$ cat src/rtl/apb_sat_counter.sv
// Saturating up-counter with synchronous clear; clear beats a same-edge increment.
module apb_sat_counter #(
    parameter int W = 16
) (
    input  logic         clk,
    input  logic         rst,
    input  logic         inc,
    input  logic         clr,
    output logic [W-1:0] cnt
);

    logic [W-1:0] cnt_q;
    logic [W-1:0] cnt_d;

    always_comb begin
        cnt_d = cnt_q;
        if (clr) begin
            cnt_d = '0;
        end else if (inc && (cnt_q != {W{1'b1}})) begin
            cnt_d = cnt_q + 1'b1;
        end
    end

    always_ff @(posedge clk) begin
        if (rst) cnt_q <= '0;
        else     cnt_q <= cnt_d;
    end

    assign cnt = cnt_q;

endmodule

$ cat config.mk
export PLATFORM = sky130hd
export DESIGN_NAME = apb_sat_counter
export DESIGN_NICKNAME = d
export VERILOG_FILES = /design/src/rtl/apb_sat_counter.sv
export SDC_FILE = /design/constraint.sdc
export NUM_CORES = 1
export LEC_CHECK = 0
export CAP_MARGIN = 5
export CORE_MARGIN = 1.5
export CORE_UTILIZATION = 29
export DETAILED_ROUTE_END_ITERATION = 8
export GPL_TIMING_DRIVEN = 0
export HOLD_SLACK_MARGIN = 0.06
export PLACE_DENSITY = 0.61
export SLEW_MARGIN = 20
export SYNTH_ARGS = -nofsm -noshare
export SYNTH_HDL_FRONTEND = slang
export SYNTH_SLANG_ARGS = --single-unit
export TNS_END_PERCENT = 1
$ cat constraint.sdc
create_clock -name clk -period 1.75 [get_ports clk]
set_input_delay 0.175 -clock clk [delete_from_list [all_inputs] [get_ports clk]]
set_output_delay 0.175 -clock clk [all_outputs]
set_load 0.02 [all_outputs]
==> results.py <==
metrics = {
    "status": {
        "outcome": "finished, final reports clean",
    },
    "timing": {
        "worst_pin_slew_ps": 412,
        "timing.final.hold_violations": 0,
        "rsz0062_at_grt": "no",
        "slew_headroom": 0.723,
        "slew_violations": 0,
        "hold-worst-slack_ps": 505,
        "period_share": 0.937,
        "fin_tns_setup_ps": 0,
        "final.setup_skew_ps": 9.34,
        "timing.fmax_mhz": 610,
        "setup_viol": 0,
        "min_period_ps": 1640,
    },
    "clocking": {
        "clock_latency_ps": 300,
        "clk_pin_slew_ps": 100,
        "h-tree-depth": 1,
        "cts_setup_buffers": 0,
        "clock_path_buffers": 2,
        "clkSinkCount": 16,
        "hold_buffers": 0,
        "tritoncts": "done",
        "cts_resized": 0,
        "cts-root-buf": "clkbuf_4",
        "cts_buffers": 3,
    },
    "drt": {
        "drt_iter0_drc": 21,
        "drcViolationCount": 0,
        "via_count": 876,
        "drt.antenna.violating_nets": 0,
        "dr.pass1.iters": 4,
        "wl_per_cell_um": 12.3,
        "routed_via_density": 5.21,
        "routed_wl_um": 2070,
    },
    "setup_path": {
        "crit_type": "reg -> out",
        "crit_path_end_kind": "output port",
        "cp_slowest_cell": "clkdlybuf4s50_1",
        "critical-path-top-delay-family": "buffers and inverters",
        "critPathMaxFanout": 7,
        "cpPeakStageDelay_ps": 670,
        "start_kind": "flip-flop",
        "path_cells": "clkdlybuf4s50_1",
        "critPathArrivalTime_ps": 1470,
        "crit_buf_inv": 1,
        "required_ps": 1570,
    },
    "global_route": {
        "grt_util_all_layers": 0.130,
        "gr-total-overflow": 0,
        "grt_max_degree": 11,
        "grt_pass1_wl_um": 3350,
        "antenna_found_initial": 0,
        "grt_pass1_vias": 794,
    },
    "layout": {
        "area_delta_synth_final_pct": 29.2,
        "final_cells": 168,
        "drive_gt1_frac": 0.145,
        "final_util": 0.391,
        "final_nets": 131,
        "fillCellCount": 307,
        "diodes": 0,
        "largest_reg_flops": 16,
    },
    "floorplan": {
        "dieArea_um2": 3510,
        "die-width_um": 59.2,
        "core-area_um2": 3030,
        "die_h_um": 59.2,
        "fp-row-count": 20,
        "io_pins": 20,
        "start_util": 0.303,
    },
    "pwr": {
        "power_w": 0.000607,
        "leakage_nw": 0.409,
        "ir_drop_mv": 0.149,
        "power.density_nw_per_um2": 512,
    },
    "logic_synthesis": {
        "ys_warn_count": 0,
        "ys_seq_area_frac": 0.349,
        "ys_ff_latch": 16,
        "syn_nets": 107,
        "synth.distinct_cells": 36,
        "synth_cells": 102,
        "avgSynthCellArea_um2": 8.99,
        "syn_area_um2": 917,
        "netlist.area_leader.share": 0.349,
        "yosysTopAreaCell": "dfxtp_1",
        "synth_area_leaders": "dfxtp_1 35%, mux2i_1 6.5%, nand2_1 5.3%",
    },
    "placed_design": {
        "place_inst": 165,
        "gp_congestion": 0.759,
        "hpwlAfterDp_um": 1560,
        "portBuffers": 19,
    },
    "job": {
        "cap_violations": 0,
    },
    "min_path": {
        "min_path_type": "reg -> reg",
    },
}
synthesized netlist by cell type (all sizes together):
cell	count
a31oi	4
a41o	1
inv	1
a21oi	6
a311oi	1
or3	7
dlygate4sd1	1
o2111a	1
and4	1
nand4	4
nor3	3
dfxtp	16
mux2i	6
nor2	2
and2	4
nand2	13
a21boi	1
a211oi	4
a2111o	2
and3	6
or2	1
ha	1
o21ai	6
o2111ai	1
nand3	5
buf	4
worst paths after layout:
| kind | start | to | slack [ps] | depth (start not counted) |
|---|---|---|---|---|
| worst min-delay path | cnt[3] | cnt[3] | 500 | 2 |
| worst min register to register | cnt[3] | cnt[3] | 500 | 2 |
| worst max register to register | cnt[0] | cnt[12] | 170 | 6 |
| worst max-delay path | cnt[13] | cnt[13] | 110 | 1 |
layout by cell type (no fill, tap or decap), types with 2 or more instances in the layout:
| master | n |
|---|---|
| a2111o_1 | 2 |
| a211oi_1 | 3 |
| a21oi_1 | 6 |
| a31oi_1 | 4 |
| and2_1 | 2 |
| and2_2 | 2 |
| and3_1 | 3 |
| and3_4 | 2 |
| buf_6 | 2 |
| clkbuf_4 | 3 |
| clkdlybuf4s50_1 | 19 |
| dfxtp_1 | 16 |
| mux2i_1 | 6 |
| nand2_1 | 13 |
| nand3_1 | 5 |
| nand4_1 | 3 |
| nor2_1 | 2 |
| nor3_1 | 2 |
| o21ai_0 | 4 |
| o21ai_1 | 2 |
| or3_1 | 4 |
| or3_2 | 3 |
through the flow:
stage	setup WS (ps)	cell area [um2]
final	110	1180
after global routing	41.9	1180
after CTS	99.0	1180
after detailed placement	4.39	1160
after global placement	32.3	1160
after floorplan	163	917
power breakdown:
part           internal (W)  switching (W)  leakage, nW
registers          0.000365     0.00000209        0.129
clock network     0.0000803       0.000123       0.0138
logic             0.0000170      0.0000183        0.266
total              0.000463       0.000144        0.409
logic make-up after synthesis:
| logic type | Yosys count | synth area share |
|---|---|---|
| AND/OR/NAND/NOR | 46 | 0.315 |
| AO/OA/AOI/OAI | 27 | 0.206 |
| flip-flops | 16 | 0.349 |
| buffers and inverters | 6 | 0.0505 |
| multiplexers | 6 | 0.0655 |
| adder cells (fa/ha/maj) | 1 | 0.0136 |
area by class of cell:
cell class	instances	area (um2)	share of cell area
Inverter	1	3.75	0.00317
Tap cell	44	55.1	0.0465
Multi-Input combinational cell	80	551	0.465
Sequential cell	16	320	0.270
Timing Repair Buffer	19	190	0.161
Buffer	5	42.5	0.0359
Clock buffer	3	22.5	0.0190
layer usage:
| metal | routed length [um] | vias to the layer above | GRT usage |
|---|---|---|---|
| met5 | 0 | - | 0 |
| met4 | 55 | 0 | 0.0942 |
| met3 | 118 | 5 | 0.0393 |
| met2 | 932 | 29 | 0.198 |
| met1 | 968 | 404 | 0.155 |
| li1 | - | 438 | - |
Note: power is estimated with default switching activity, not from simulation.
